## src/rtl/sd_card_dat_responder.sv

```systemverilog
// SD card DAT0 line responder: receives host write blocks (CRC status token + busy) and
// transmits read blocks. Define SD_CARD_DAT_CRC_EN to compute/check/transmit CRC16.
module sd_card_dat_responder #(
    parameter int unsigned BLOCK_WORDS = 1,
    parameter int unsigned TIMEOUT     = 64,
    parameter int unsigned BUSY_CYCLES = 8
) (
    input  logic        iClock,
    input  logic        iReset,
    input  logic        iStart,
    input  logic        iWriteRead,
    input  logic        iData_pin,
    output logic        oData_pin,
    output logic        oData_oe,
    input  logic [31:0] iData_tx,
    input  logic        iTx_valid,
    output logic        oTx_ready,
    output logic [31:0] oData_rx,
    output logic        oRx_valid,
    output logic        oBusy,
    output logic        oDone,
    output logic [1:0]  oError
);

`ifdef SD_CARD_DAT_CRC_EN
    localparam bit CRC_EN = 1'b1;
`else
    localparam bit CRC_EN = 1'b0;
`endif

    localparam int unsigned DATA_BITS = BLOCK_WORDS * 32;
    localparam int unsigned MAX_A     = (TIMEOUT > DATA_BITS) ? TIMEOUT : DATA_BITS;
    localparam int unsigned MAX_CNT   = (BUSY_CYCLES > MAX_A) ? BUSY_CYCLES : MAX_A;
    localparam int unsigned CNT_W     = $clog2(MAX_CNT + 1);

    typedef enum logic [3:0] {
        StIdle, StWaitStart, StRxData, StRxCrc, StRxEnd, StTurn, StToken, StBusy,
        StTxStart, StTxData, StTxCrc, StTxEnd
    } state_t;

    state_t             state_q, state_d;
    logic [CNT_W-1:0]   cnt_q, cnt_d;
    logic [31:0]        shreg_q, shreg_d;
    logic [15:0]        crc_q, crc_d;
    logic [15:0]        crc_rx_q, crc_rx_d;
    logic [1:0]         status_q, status_d;
    logic [31:0]        rx_data_q, rx_data_d;
    logic               rx_valid_q, rx_valid_d;
    logic               done_q, done_d;
    logic [1:0]         error_q, error_d;
    logic               data_pin, data_oe, tx_ready;
    logic [4:0]         token;

    // Serial CRC16-CCITT step (x^16 + x^12 + x^5 + 1), MSB first.
    function automatic logic [15:0] crc_step(input logic [15:0] c, input logic b);
        logic fb;
        fb = c[15] ^ b;
        return {c[14:0], 1'b0} ^ (fb ? 16'h1021 : 16'h0000);
    endfunction

    assign token = (status_q == 2'b00) ? 5'b00101 : 5'b01011;

    always_comb begin
        state_d    = state_q;
        cnt_d      = cnt_q;
        shreg_d    = shreg_q;
        crc_d      = crc_q;
        crc_rx_d   = crc_rx_q;
        status_d   = status_q;
        rx_data_d  = rx_data_q;
        rx_valid_d = 1'b0;
        done_d     = 1'b0;
        error_d    = error_q;
        data_oe    = 1'b0;
        data_pin   = 1'b1;
        tx_ready   = 1'b0;

        unique case (state_q)
            StIdle: begin
                if (iStart) begin
                    cnt_d    = '0;
                    crc_d    = '0;
                    status_d = 2'b00;
                    state_d  = iWriteRead ? StWaitStart : StTxStart;
                end
            end
            StWaitStart: begin
                if (!iData_pin) begin
                    cnt_d   = '0;
                    state_d = StRxData;
                end else if (cnt_q == CNT_W'(TIMEOUT - 1)) begin
                    state_d = StIdle;
                    done_d  = 1'b1;
                    error_d = 2'b11;
                    cnt_d   = '0;
                end else begin
                    cnt_d = cnt_q + 1'b1;
                end
            end
            StRxData: begin
                shreg_d = {shreg_q[30:0], iData_pin};
                if (CRC_EN) crc_d = crc_step(crc_q, iData_pin);
                if (cnt_q[4:0] == 5'd31) begin
                    rx_data_d  = shreg_d;
                    rx_valid_d = 1'b1;
                end
                if (cnt_q == CNT_W'(DATA_BITS - 1)) begin
                    cnt_d   = '0;
                    state_d = StRxCrc;
                end else begin
                    cnt_d = cnt_q + 1'b1;
                end
            end
            StRxCrc: begin
                crc_rx_d = {crc_rx_q[14:0], iData_pin};
                if (cnt_q == CNT_W'(15)) begin
                    cnt_d   = '0;
                    state_d = StRxEnd;
                end else begin
                    cnt_d = cnt_q + 1'b1;
                end
            end
            StRxEnd: begin
                // A broken end bit outranks a CRC mismatch.
                if (!iData_pin)                      status_d = 2'b10;
                else if (CRC_EN && crc_rx_q != crc_q) status_d = 2'b01;
                else                                 status_d = 2'b00;
                cnt_d   = '0;
                state_d = StTurn;
            end
            StTurn: begin
                if (cnt_q == CNT_W'(1)) begin
                    cnt_d   = '0;
                    state_d = StToken;
                end else begin
                    cnt_d = cnt_q + 1'b1;
                end
            end
            StToken: begin
                data_oe  = 1'b1;
                data_pin = token[3'd4 - cnt_q[2:0]];
                if (cnt_q == CNT_W'(4)) begin
                    cnt_d   = '0;
                    state_d = StBusy;
                end else begin
                    cnt_d = cnt_q + 1'b1;
                end
            end
            StBusy: begin
                data_oe  = 1'b1;
                data_pin = 1'b0;
                if (cnt_q == CNT_W'(BUSY_CYCLES - 1)) begin
                    state_d = StIdle;
                    done_d  = 1'b1;
                    error_d = status_q;
                    cnt_d   = '0;
                end else begin
                    cnt_d = cnt_q + 1'b1;
                end
            end
            StTxStart: begin
                data_oe  = 1'b1;
                data_pin = 1'b0;
                tx_ready = 1'b1;
                cnt_d    = '0;
                if (!iTx_valid) begin
                    state_d = StIdle;
                    done_d  = 1'b1;
                    error_d = 2'b11;
                end else begin
                    shreg_d = iData_tx;
                    state_d = StTxData;
                end
            end
            StTxData: begin
                data_oe  = 1'b1;
                data_pin = shreg_q[31];
                shreg_d  = {shreg_q[30:0], 1'b0};
                if (CRC_EN) crc_d = crc_step(crc_q, shreg_q[31]);
                if (cnt_q == CNT_W'(DATA_BITS - 1)) begin
                    cnt_d   = '0;
                    state_d = StTxCrc;
                end else begin
                    cnt_d = cnt_q + 1'b1;
                    // Request the next word while its predecessor's last bit is on the line.
                    if (cnt_q[4:0] == 5'd31) begin
                        tx_ready = 1'b1;
                        if (!iTx_valid) begin
                            state_d = StIdle;
                            done_d  = 1'b1;
                            error_d = 2'b11;
                            cnt_d   = '0;
                        end else begin
                            shreg_d = iData_tx;
                        end
                    end
                end
            end
            StTxCrc: begin
                data_oe  = 1'b1;
                data_pin = CRC_EN ? crc_q[15] : 1'b0;
                crc_d    = {crc_q[14:0], 1'b0};
                if (cnt_q == CNT_W'(15)) begin
                    cnt_d   = '0;
                    state_d = StTxEnd;
                end else begin
                    cnt_d = cnt_q + 1'b1;
                end
            end
            StTxEnd: begin
                data_oe  = 1'b1;
                data_pin = 1'b1;
                state_d  = StIdle;
                done_d   = 1'b1;
                error_d  = 2'b00;
            end
            default: state_d = StIdle;
        endcase
    end

    always_ff @(posedge iClock or negedge iReset) begin
        if (!iReset) begin
            state_q    <= StIdle;
            cnt_q      <= '0;
            shreg_q    <= '0;
            crc_q      <= '0;
            crc_rx_q   <= '0;
            status_q   <= 2'b00;
            rx_data_q  <= '0;
            rx_valid_q <= 1'b0;
            done_q     <= 1'b0;
            error_q    <= 2'b00;
        end else begin
            state_q    <= state_d;
            cnt_q      <= cnt_d;
            shreg_q    <= shreg_d;
            crc_q      <= crc_d;
            crc_rx_q   <= crc_rx_d;
            status_q   <= status_d;
            rx_data_q  <= rx_data_d;
            rx_valid_q <= rx_valid_d;
            done_q     <= done_d;
            error_q    <= error_d;
        end
    end

    assign oData_pin = data_pin;
    assign oData_oe  = data_oe;
    assign oTx_ready = tx_ready;
    assign oData_rx  = rx_data_q;
    assign oRx_valid = rx_valid_q;
    assign oBusy     = (state_q != StIdle);
    assign oDone     = done_q;
    assign oError    = error_q;

endmodule
```

## config.mk

```make
export PLATFORM = sky130hd
export DESIGN_NAME = sd_card_dat_responder
export DESIGN_NICKNAME = d
export VERILOG_FILES = /design/src/rtl/sd_card_dat_responder.sv
export SDC_FILE = /design/constraint.sdc
export NUM_CORES = 1
export LEC_CHECK = 0
export ABC_AREA = 1
export CORE_AREA = 2 2 105 77
export DETAILED_ROUTE_END_ITERATION = 12
export DIE_AREA = 0 0 107 79
export PLACE_DENSITY = 0.9
export SYNTH_ARGS = -nofsm -noshare
export SYNTH_HDL_FRONTEND = slang
export SYNTH_SLANG_ARGS = --single-unit
export TNS_END_PERCENT = 1
```

## constraint.sdc

```tcl
create_clock -name iClock -period 4.13 [get_ports iClock]
set_clock_uncertainty 0.05 [all_clocks]
set_input_delay 0.6195 -clock iClock [delete_from_list [all_inputs] [get_ports iClock]]
set_output_delay 0.6195 -clock iClock [all_outputs]
set_load 0.01 [all_outputs]
```

# After elaboration in Yosys (flattened, before gate mapping)

Index checks and enable logic that the tools add are counted.

Register bits: 81
Input port bits: 38
Output and inout port bits: 40
Logic and storage cells: 119

Add/subtract/negate cells: 2
$lt $le $gt $ge: 1
Equality and inequality tests: 33
Muxes and demuxes: 58
Reduce and logical (&&, ||, !) cells: 17

Operators by type and width:

| kind                | count |
|---|---|
| $mux 32             | 4 |
| $pmux 32 s3         | 1 |
| $mux 7              | 11 |
| $pmux 7 s9          | 1 |
| $mux 4              | 15 |
| $pmux 4 s11         | 1 |
| $ne 2x2->1 const B  | 12 |
| $eq 4x3->1 const B  | 4 |
| $eq 4x4->1 const B  | 4 |
| $mux 2              | 8 |
| $eq 7x3->1 const B  | 2 |
| $mux 1              | 11 |
| $pmux 2 s5          | 1 |
| $reduce_and 10->1   | 1 |
| $ne 3x3->1 const B  | 3 |
| $reduce_bool 9->1   | 1 |
| $eq 4x2->1 const B  | 2 |
| $reduce_and 2->1    | 4 |
| $add 7x1->7 const B | 1 |
| $eq 7x1->1 const B  | 1 |
| $eq 7x4->1 const B  | 1 |
| $eq 7x5->1 const B  | 1 |
| $eq 7x6->1 const B  | 1 |
| $reduce_and 6->1    | 1 |
| 18 further kinds    | 19 |

# Depth between registers and ports, before layout

Depth in word-level cells: 5
Depth in mapped cells: 12
Gate-level depth less buffers: 12

# Least setup slack after synthesis

OpenSTA, ideal clock, no wires.

Path kind: flip-flop to output port
From: reg cnt_q[0]
To: out oTx_ready
Data arrival time: 1.289 ns
Required time: 3.461 ns
Setup slack: 2.171 ns
Cell stages (with the launch flop): 7
Path buffers: 0
Cell sequence: dfrtp_1 > ha_1 > nand2_4 > nor2_2 > ha_1 > nand3_1 > nand2_1

Word-level cells in the longest chain between the ends: 4
Elaborated cells between the ends (all ways): 5

RTL lines:

| what                   | line | text |
|---|---|---|
| from (decl)            | 42   | `logic [CNT_W-1:0] cnt_q, cnt_d;` |
| from (signal assigned) | 235  | `cnt_q <= cnt_d;` |
| $eq 5x5->1             | 186  | `if (cnt_q[4:0] == 5'd31) begin` |
| $mux 1                 | 186  |  |
| $mux 1 (*)             | 180  | `if (cnt_q == CNT_W'(DATA_BITS - 1)) begin` |
| $pmux 1 s2 (*)         | 78   | `unique case (state_q)` |
| to (decl)              | 17   | `output logic oTx_ready,` |

Mark *: on every way between the ends. The rest lies on a longest branch, timed or not.

# Worst setup path in the final report

Same ends and word-level chain as after synthesis.

==> reports/metrics.csv <==
metric,value,unit
status,completed,
hold_viol_final,0,
synth-seq-cells,80,
antenna_left,0,
synth_top_cell_area_share,49.5,%
cp_data_arrival_time,2320,ps
fin_area,5010,µm²
grt_pass1_vias,3474,
crit_fanout,6,
cts_buffers,9,
io_buffers,77,
drv_slew,0,
syn_nets,545,
grt-ovfl-total,0,
dp.final_hpwl,6810,µm
placed_cells,660,
fp-row-count,27,
drt_wl_total,10000,µm
antenna_found_initial,0,
synthToLayoutAreaGrowth,23.8,%
dr.pass1.iters,4,
grt_max_degree,81,
routabilityCongestion,0.918,
worst_slew_pin_slew,996,ps
r2r-start,cnt_q[0],
grt_pass1_wl,16600,µm
seq_area,2000,µm²
finalNonFillerCells,676,
rsz0062_at_grt,false,
synthDistinctLibCells,33,
drive_gt1_share,8.35,%
ioPinCount,78,
diodes,0,
clk_latency,350,ps
path_clk_slew,80,ps
die-width,107,µm
fin_util,66.5,%
cts.root.buffer_cell,clkbuf_8,
fp.coreArea,7530,µm²
worstHoldPathType,in2async,
required,3460,ps
nets,613,
yosys.area.top_type,dfrtp_1,
fin_crit_sh,72.4,%
maxSlewHeadroom,33.6,%
ys_seq_area_share,49.5,%
syn_avg_cell_area,8.06,µm²
cts.path.max_buffers,2,
die_area,8450,µm²
dpl_cell_area,4800,µm²
max_freq,0.334,GHz
numClockSinks,80,
setup_viol,0,
crit_path_end_kind,primary output,
vias,3668,
tns,0,ps
vias_per_cell,5.43,
cts_max_level,3,
die_height,79,µm
wl_per_cell,14.8,µm
crit_start,cnt_q[0],
fillCellCount,607,
critical_path.startpoint_type,flop,
max_cap_viol_count,0,
layout_setup_ws,1140,ps
dp_slack,1460,ps
ir_worst_vdd,0.235,mV
yosysWarnings,0,
cts_tree,yes,
postCtsSetupBuffers,0,
ctsHoldBuffers,0,
globalRouteTotalUtil,24.9,%
first_iter_violations,265,
multi_input_area,1780,µm²
drc,0,
crit_type,reg2out,
power_leakage,2.40,nW
power.density,540,nW/µm²
synth_cells,502,
start_util,53.7,%
syn-cell-area,4040,µm²
post_synth_main_area_contributors,"dfrtp_1, nand2_1, o21ai_0",
fin_crit,2990,ps
ctsResizeCount,0,
==> per-stage QoR <==
step	hold WS (ps)	power, mW
floorplan	274	1.85
global placement	412	2.07
detailed placement	414	2.11
CTS	419	2.70
global route	450	2.90
finish	377	2.70
==> critical path: stages, from the launching register on <==
cell	delay, ps
dfrtp_1	460
ha_1	260
nand2_4	110
nor2_2	130
ha_1	310
nand3_1	110
nand2_1	70
clkdlybuf4s50_1	540
==> synthesized netlist by cell type, drive strengths merged <==
library cell / instances
clkbuf: 3
nand3: 15
o2111ai: 1
a31oi: 2
xnor2: 1
buf: 18
nand4: 3
o22ai: 2
nor2: 31
nor3: 1
o211a: 1
o211ai: 1
o21ai: 80
clkinv: 2
inv: 30
nand2: 190
ha: 5
a21oi: 36
dfrtp: 80
==> state kept, by name, indices dropped and copies added, names as in the netlist <==
name and cells:
cnt_q 7, oData_rx 32, oDone 1, oError 2, oRx_valid 1, shreg_q 32, state_q 4, status_q 1
==> cells by family (layout without fill, tap and decap cells) <==
logic type | count (synthesis) | in the layout | share of synthesized area [%]
simple gates | 240 | 240 | 26.1
buf+inv | 53 | 126 | 6.59
flops | 80 | 80 | 49.5
compound gates | 123 | 123 | 16.0
xor+xnor | 1 | 1 | 0.217
fa+ha+maj | 5 | 5 | 1.55
==> path summary, 6_finish.rpt <==
check                           cells after the start  slack (ps)           end
min in group iClock                                 2         430  oData_rx[14]
max in group asynchronous                           1        3020   oData_rx[1]
worst max register to register                      8        1440  oData_rx[22]
worst min-delay path                                1         380  oData_rx[27]
worst min register to register                      2         430  oData_rx[14]
worst max-delay path                                7        1140     oTx_ready
==> cell usage in the layout, fill, tap and decap left out, drive strengths merged, types with 2 or more instances in the layout <==
| cell type | synthesis | routed |
|---|---|---|
| a21oi | 36 | 36 |
| a31oi | 2 | 2 |
| buf | 18 | 2 |
| clkbuf | 3 | 11 |
| clkdlybuf4s50 | 0 | 76 |
| clkinv | 2 | 4 |
| dfrtp | 80 | 80 |
| ha | 5 | 5 |
| inv | 30 | 31 |
| nand2 | 190 | 190 |
| nand3 | 15 | 15 |
| nand4 | 3 | 3 |
| nor2 | 31 | 31 |
| o21ai | 80 | 80 |
| o22ai | 2 | 2 |
==> layer usage <==
metal	track usage [%]	up-vias	routed length, µm	part of all wire, %
li1	-	1765	-	-
met1	35.6	1734	4570	46
met5	0	-	0	0
met2	37.8	158	4540	45
met3	6.16	11	781	7.8
met4	7.40	0	119	1.2
==> report_power, final <==
part | switching (mW) | total, mW | internal, mW
clock | 0.291 | 0.591 | 0.300
combinational | 0.637 | 1.00 | 0.366
sequential | 0.151 | 1.11 | 0.959
==> final cells by class <==
class,instances,share of cell area (%)
clock buffer,11,2.82
clock inverter,5,1.27
inverter,32,2.45
multi-input combinational,369,35.5
sequential,80,40.0
tap,101,2.52
timing repair buffer,78,15.5
Note: power is estimated with default switching activity, not from simulation.
